--- config.mk ---
export PLATFORM = sky130hd
export DESIGN_NAME = print_scheduler
export DESIGN_NICKNAME = d
export VERILOG_FILES = /design/src/rtl/blackjack_pkg.sv /design/src/rtl/rr_arbiter2.sv /design/src/rtl/print_scheduler.sv
export SDC_FILE = /design/constraint.sdc
export NUM_CORES = 1
export LEC_CHECK = 0
export BUFFER_PORTS_ARGS = -buffer_cell sky130_fd_sc_hd__clkbuf_2
export CORE_ASPECT_RATIO = 1.25
export CORE_MARGIN = 5
export CORE_UTILIZATION = 48
export CTS_CLUSTER_DIAMETER = 40
export CTS_CLUSTER_SIZE = 30
export DETAILED_ROUTE_END_ITERATION = 7
export PLACE_DENSITY = 0.89
export SLEW_MARGIN = 15
export SYNTH_ARGS = -nofsm -noshare
export SYNTH_HDL_FRONTEND = slang
export SYNTH_SLANG_ARGS = --single-unit
--- constraint.sdc ---
create_clock -name clk -period 3.6 [get_ports clk]
set_clock_uncertainty 0.15 [all_clocks]
set_input_delay 0 -clock clk [delete_from_list [all_inputs] [get_ports clk]]
set_output_delay 0 -clock clk [all_outputs]
set_load 0.01 [all_outputs]
--- src/rtl/blackjack_pkg.sv ---
// Shared card encoding, screen geometry and scheduler types for the blackjack display.
package blackjack_pkg;

   localparam int RANK_W = 4;
   localparam int SUIT_W = 2;
   localparam int CARD_W = RANK_W + SUIT_W;
   localparam int SLOT_W = 4;
   localparam int X_W    = 8;
   localparam int Y_W    = 7;
   localparam int ORIG_W = X_W + Y_W;

   localparam logic [RANK_W-1:0] CARD_BACK_RANK = 4'd14;

   localparam int DEF_X0       = 2;
   localparam int DEF_XSTEP    = 12;
   localparam int DEF_DEALER_Y = 10;
   localparam int DEF_PLAYER_Y = 90;
   localparam int DEF_MAX_SLOT = 9;

   typedef enum logic [1:0] {
      BOOT,
      IDLE,
      ISSUE,
      BUSY
   } sched_state_t;

   typedef enum logic [1:0] {
      SRC_INIT,
      SRC_PLAYER,
      SRC_DEALER
   } cmd_src_t;

   // A face-down card keeps its suit but shows the card-back rank.
   function automatic logic [CARD_W-1:0] card_back(input logic [CARD_W-1:0] card);
      return {CARD_BACK_RANK, card[SUIT_W-1:0]};
   endfunction

endpackage

--- src/rtl/rr_arbiter2.sv ---
// Two-way round-robin arbiter: a lone requester wins, a tie goes to the one that did not win last.
module rr_arbiter2 (
   input  logic clk,
   input  logic rst,
   input  logic req0,
   input  logic req1,
   input  logic advance,
   output logic gnt0,
   output logic gnt1
);

   logic last1;

   // Pick the winner from the requests and the memory of the previous winner.
   always_comb begin
      gnt0 = req0 && (!req1 || last1);
      gnt1 = req1 && (!req0 || !last1);
   end

   // Remember who won; reset pretends requester 1 won so requester 0 takes the first tie.
   always_ff @(posedge clk) begin
      if (rst) begin
         last1 <= 1'b1;
      end else if (advance && (gnt0 || gnt1)) begin
         last1 <= gnt1;
      end
   end

endmodule

--- src/rtl/print_scheduler.sv ---
// Arbitrates player, dealer and screen-clear requests onto the single card printer.
module print_scheduler
   import blackjack_pkg::*;
#(
   parameter int X0       = DEF_X0,
   parameter int XSTEP    = DEF_XSTEP,
   parameter int DEALER_Y = DEF_DEALER_Y,
   parameter int PLAYER_Y = DEF_PLAYER_Y,
   parameter int MAX_SLOT = DEF_MAX_SLOT
) (
   input  logic              clk,
   input  logic              rst,
   input  logic              init_req,
   input  logic              p_req,
   input  logic [CARD_W-1:0] p_card,
   input  logic [SLOT_W-1:0] p_slot,
   input  logic              d_req,
   input  logic [CARD_W-1:0] d_card,
   input  logic [SLOT_W-1:0] d_slot,
   input  logic              d_hide,
   output logic              init_ack,
   output logic              p_ack,
   output logic              d_ack,
   output logic              slot_err,
   output logic              busy,
   output logic              pr_writeprint,
   output logic              pr_init,
   output logic [CARD_W-1:0] pr_card,
   output logic [ORIG_W-1:0] pr_orig,
   input  logic              pr_waitrequest
);

   sched_state_t      state;
   sched_state_t      state_next;
   cmd_src_t          cmd_src;
   logic              cmd_err;
   logic              init_pend;
   logic              init_pend_next;
   logic              init_win;
   logic              pd_grant;
   logic              gnt_p;
   logic              gnt_d;
   logic              bad_slot;
   logic [SLOT_W-1:0] sel_slot;
   logic [CARD_W-1:0] sel_card;
   logic [X_W-1:0]    sel_x;
   logic [Y_W-1:0]    sel_y;

   rr_arbiter2 u_rr (
      .clk     (clk),
      .rst     (rst),
      .req0    (p_req),
      .req1    (d_req),
      .advance (pd_grant),
      .gnt0    (gnt_p),
      .gnt1    (gnt_d)
   );

   // Decide this cycle's grant and build the command the winner would print.
   always_comb begin
      init_win       = (state == IDLE) && (init_req || init_pend);
      pd_grant       = (state == IDLE) && !init_win && (gnt_p || gnt_d);
      sel_slot       = gnt_p ? p_slot : d_slot;
      sel_card       = gnt_p ? p_card : (d_hide ? card_back(d_card) : d_card);
      sel_x          = X_W'(X0) + X_W'(sel_slot) * X_W'(XSTEP);
      sel_y          = gnt_p ? Y_W'(PLAYER_Y) : Y_W'(DEALER_Y);
      bad_slot       = 32'(sel_slot) > MAX_SLOT;
      init_pend_next = (init_pend || (init_req && !(state == ISSUE && cmd_src == SRC_INIT)))
                       && !init_win;
   end

   // Next state and printer/ack outputs; everything is forced quiet while reset is held.
   always_comb begin
      state_next    = state;
      busy          = 1'b0;
      pr_writeprint = 1'b0;
      pr_init       = 1'b0;
      init_ack      = 1'b0;
      p_ack         = 1'b0;
      d_ack         = 1'b0;
      slot_err      = 1'b0;
      case (state)
         BOOT: begin
            pr_writeprint = 1'b1;
            pr_init       = 1'b1;
            state_next    = BUSY;
         end
         IDLE: begin
            if (init_win || pd_grant) state_next = ISSUE;
         end
         ISSUE: begin
            pr_writeprint = !cmd_err;
            pr_init       = (cmd_src == SRC_INIT);
            init_ack      = (cmd_src == SRC_INIT);
            p_ack         = (cmd_src == SRC_PLAYER);
            d_ack         = (cmd_src == SRC_DEALER);
            slot_err      = cmd_err;
            state_next    = cmd_err ? IDLE : BUSY;
         end
         BUSY: begin
            if (!pr_waitrequest) state_next = IDLE;
         end
         default: state_next = BOOT;
      endcase
      busy = (state != IDLE);
      if (rst) begin
         busy          = 1'b0;
         pr_writeprint = 1'b0;
         pr_init       = 1'b0;
         init_ack      = 1'b0;
         p_ack         = 1'b0;
         d_ack         = 1'b0;
         slot_err      = 1'b0;
      end
   end

   // State register; reset always restarts with the boot-time screen clear.
   always_ff @(posedge clk) begin
      if (rst) begin
         state <= BOOT;
      end else begin
         state <= state_next;
      end
   end

   // Capture the granted command; a bad slot leaves the printer fields on the last real card.
   always_ff @(posedge clk) begin
      if (rst) begin
         cmd_src   <= SRC_INIT;
         cmd_err   <= 1'b0;
         init_pend <= 1'b0;
         pr_card   <= '0;
         pr_orig   <= '0;
      end else begin
         init_pend <= init_pend_next;
         if (init_win) begin
            cmd_src <= SRC_INIT;
            cmd_err <= 1'b0;
         end else if (pd_grant) begin
            cmd_src <= gnt_p ? SRC_PLAYER : SRC_DEALER;
            cmd_err <= bad_slot;
            if (!bad_slot) begin
               pr_card <= sel_card;
               pr_orig <= {sel_x, sel_y};
            end
         end
      end
   end

endmodule

==> flow_metrics.env <==
export IMPL_worst_pin_slew_ps=669
export IMPL_max_stage_delay_ps=580
export IMPL_hpwlAfterDp_mm=2.60
export IMPL_critical_path_required_ps=3680
export IMPL_p_int_uw=359
export IMPL_critical_path_class="reg2reg"
export IMPL_netlist_area_mm2=0.00139
export IMPL_rr_startpoint="u_rr.last1$_SDFFE_PP1P_"
export IMPL_via_count=1338
export IMPL_grt_usage_pct=17.4
export IMPL_htreeDepth=1
export IMPL_hold_start="rst"
export IMPL_clkSlewWorstSetupHoldPaths_ps=120
export IMPL_fin_area_mm2=0.00179
export IMPL_rr_worst_depth=11
export IMPL_root_buffer="clkbuf_4"
export IMPL_p_switching_uw=162
export IMPL_drc=0
export IMPL_path_max_fanout=14
export IMPL_dpl_cell_area_mm2=0.00159
export IMPL_io_buffers=50
export IMPL_slew_violations=0
export IMPL_viasPerCell=5.33
export IMPL_grt_max_degree=23
export IMPL_hold_viol_final=0
export IMPL_clock_latency_ps=300
export IMPL_worstSetupStartpointType="flop"
export IMPL_path_cells="nand2b_2 -> nand2_2 -> mux2_2 -> inv_1 -> ha_1 -> a211oi_1 -> nor4_2 -> buf_4 -> o221ai_2 -> dlygate4sd3_1 -> a21oi_1"
export IMPL_ir_drop_mv=0.186
export IMPL_cts_tree="done"
export IMPL_power_leakage_uw=0.000777
export IMPL_grt_pass1_wl_mm=5.78
export IMPL_power_uw=521
export IMPL_syn_avg_cell_area_um2=8.94
export IMPL_finalWirelength_mm=3.55
export IMPL_gp_congestion=0.830
export IMPL_rsz0062_at_grt="false"
export IMPL_swShare_pct=31.1
export IMPL_asyncSetResetFlopFracSynth_pct=0
export IMPL_period_needed_ps=3220
export IMPL_finalWorstSetupSlack_ps=376
export IMPL_dieWidth_um=58.1
export IMPL_powerDensity_mw_per_mm2=290
export IMPL_combPwrFrac_pct=29.0
export IMPL_gr_total_overflow=0
export IMPL_rows=21
export IMPL_finalSetupTns_ps=0
export IMPL_synth_seq_area_share_pct=30.3
export IMPL_crit_path_end_kind="flop"
export IMPL_max_freq_mhz=310
export IMPL_grt_pass1_vias=1345
export IMPL_synthFlopType="dfxtp_1"
export IMPL_topRoutingLayerUsed="met3"
export IMPL_cts_buffers=3
export IMPL_worst_r2r_endpoint="pr_card[5]$_SDFFE_PP0P_"
export IMPL_ios=55
export IMPL_core_area_mm2=0.00273
export IMPL_clkPwrFrac_pct=21.8
export IMPL_die_h_um=70.1
export IMPL_area_growth_pct=29.3
export IMPL_crit_slowest_cell="dlygate4sd3_1"
export IMPL_antenna_cells=0
export IMPL_fin_crit_sh_pct=89.6
export IMPL_hold_depth=2
export IMPL_synth_seq_cells=21
export IMPL_postSynthCellCount=155
export IMPL_wl_per_cell_um=14.1
export IMPL_met1Wirelength_mm=1.49
export IMPL_reg2reg_slack_ps=380
export IMPL_met3_length_um=213
export IMPL_synth_edff_count=0
export IMPL_ant_nets=0
export IMPL_met2WireLength_mm=1.85
export IMPL_pre_cts_slack_ps=548
export IMPL_mostFrequentLayoutCell="clkbuf_2"
export IMPL_hold_end="pr_orig[12]$_SDFFE_PP0P_"
export IMPL_layout_common_cells="clkbuf_2 (50), dfxtp_1 (21), dlygate4sd3_1 (17), nor2_1 (15)"
export IMPL_cts_sinks=21
export IMPL_ys_warn_count=0
export IMPL_layout_nets=251
export IMPL_max_slew_margin_pct=55.2
export IMPL_p_seq_share_pct=49.2
export IMPL_setup_viol=0
export IMPL_drt_iter0_markers=61
export IMPL_crit_arrival_ps=3310
export IMPL_ys_types=46
export IMPL_hold_path_class="in2reg"
export IMPL_drt_first_pass_iters=4
export IMPL_clock_path_buffers=2
export IMPL_die_area_mm2=0.00407
export IMPL_start_util_pct=50.7
export IMPL_status="finished clean"
export IMPL_cap_violations=0
export IMPL_drive_gt1_share_pct=36.4
export IMPL_antenna_found_initial=0
export IMPL_final_core_utilization_pct=65.6
synthesized netlist by cell type (2+ instances only):
master / number / area [um2]
a311oi_1: 3 / 26.3
nand2_1: 11 / 41.3
dfxtp_1: 21 / 420
o21ai_0: 4 / 20.0
a21oi_1: 12 / 60.1
or2b_1: 2 / 15.0
nor2_1: 15 / 56.3
nor4_2: 2 / 25.0
a211oi_1: 2 / 15.0
a211oi_2: 4 / 50.1
ha_1: 5 / 62.6
a21o_1: 2 / 15.0
nor3b_1: 2 / 15.0
buf_2: 2 / 10.0
nand3_1: 9 / 45.0
nor3_1: 12 / 60.1
o221ai_2: 3 / 45.0
a21boi_0: 2 / 15.0
mux2_2: 4 / 45.0
inv_1: 3 / 11.3
buf_4: 10 / 75.1
state kept, by name, summed over array words and instances, names as in the netlist:
name,flops
pr_orig,8
u_rr.last1,1
cmd_src,2
pr_card,6
cmd_err,1
init_pend,1
state,2
routing by layer:
metal | track usage [%] | vias up
li1 | - | 682
met1 | 20.6 | 616
met4 | 2.58 | 0
met3 | 2.58 | 0
met2 | 32.7 | 40
met5 | 0 | -
final cells by class:
class                      instances  area (um2)
tap                               34        42.5
sequential                        21         420
multi-input combinational        120         857
timing repair buffer              69         435
fill                             244         940
inverter                           3        11.3
clock buffer                       4        26.3
power groups by stage:
stage / clock network, uW / logic (uW) / registers [uW]
after floorplan: 0 / 95.1 / 262
after global placement: 0 / 133 / 261
after detailed placement: 0 / 134 / 261
after CTS: 115 / 149 / 256
after global routing: 131 / 166 / 259
final: 113 / 151 / 256
logic make-up (layout without fill, tap and decap cells):
| group | Yosys count | count (layout) | share of synthesized area [%] |
|---|---|---|---|
| other | 1 | 4 | 0.270 |
| XOR/XNOR | 2 | 2 | 1.26 |
| AND/OR/NAND/NOR | 66 | 66 | 28.0 |
| multiplexers | 4 | 4 | 3.25 |
| AO/OA/AOI/OAI | 38 | 38 | 22.1 |
| buffers and inverters | 17 | 76 | 8.84 |
| flip-flops | 21 | 21 | 30.3 |
| adder cells (fa/ha/maj) | 6 | 6 | 5.96 |
critical path: cells and delay by family (launching register included):
kind	cells	cell delay, ps
buffers and inverters	3	880
AND/OR/NAND/NOR	3	860
multiplexers	1	430
flip-flops	1	350
AO/OA/AOI/OAI	3	320
adder cells (fa/ha/maj)	1	180
through the flow:
step	hold WS [ps]	instances
final	43.9	251
after global routing	50.5	251
after CTS	28.2	251
after detailed placement	116	230
after global placement	114	230
after floorplan	13.8	158
worst max path at each step:
| stage | to | slack, ps | cells after the start | start |
|---|---|---|---|---|
| final | pr_card[5]$_SDFFE_PP0P_ | 380 | 11 | u_rr.last1$_SDFFE_PP1P_ |
| after detailed placement | pr_card[1]$_SDFFE_PP0P_ | 550 | 9 | u_rr.last1$_SDFFE_PP1P_ |
| after global routing | pr_card[4]$_SDFFE_PP0P_ | 170 | 11 | u_rr.last1$_SDFFE_PP1P_ |
| after global placement | pr_card[0]$_SDFFE_PP0P_ | 630 | 9 | u_rr.last1$_SDFFE_PP1P_ |
| after CTS | pr_card[3]$_SDFFE_PP0P_ | 220 | 11 | u_rr.last1$_SDFFE_PP1P_ |
| after floorplan | pr_card[0]$_SDFFE_PP0P_ | 930 | 9 | u_rr.last1$_SDFFE_PP1P_ |
what timing repair did:
action,4_1_cts,5_1_grt
hold endpoints to repair,11,0
gates resized for setup,0,1
endpoints found under the setup margin,0,1
hold buffers,17,0
buffers inserted,0,0
(Power assumes the default switching activity.)
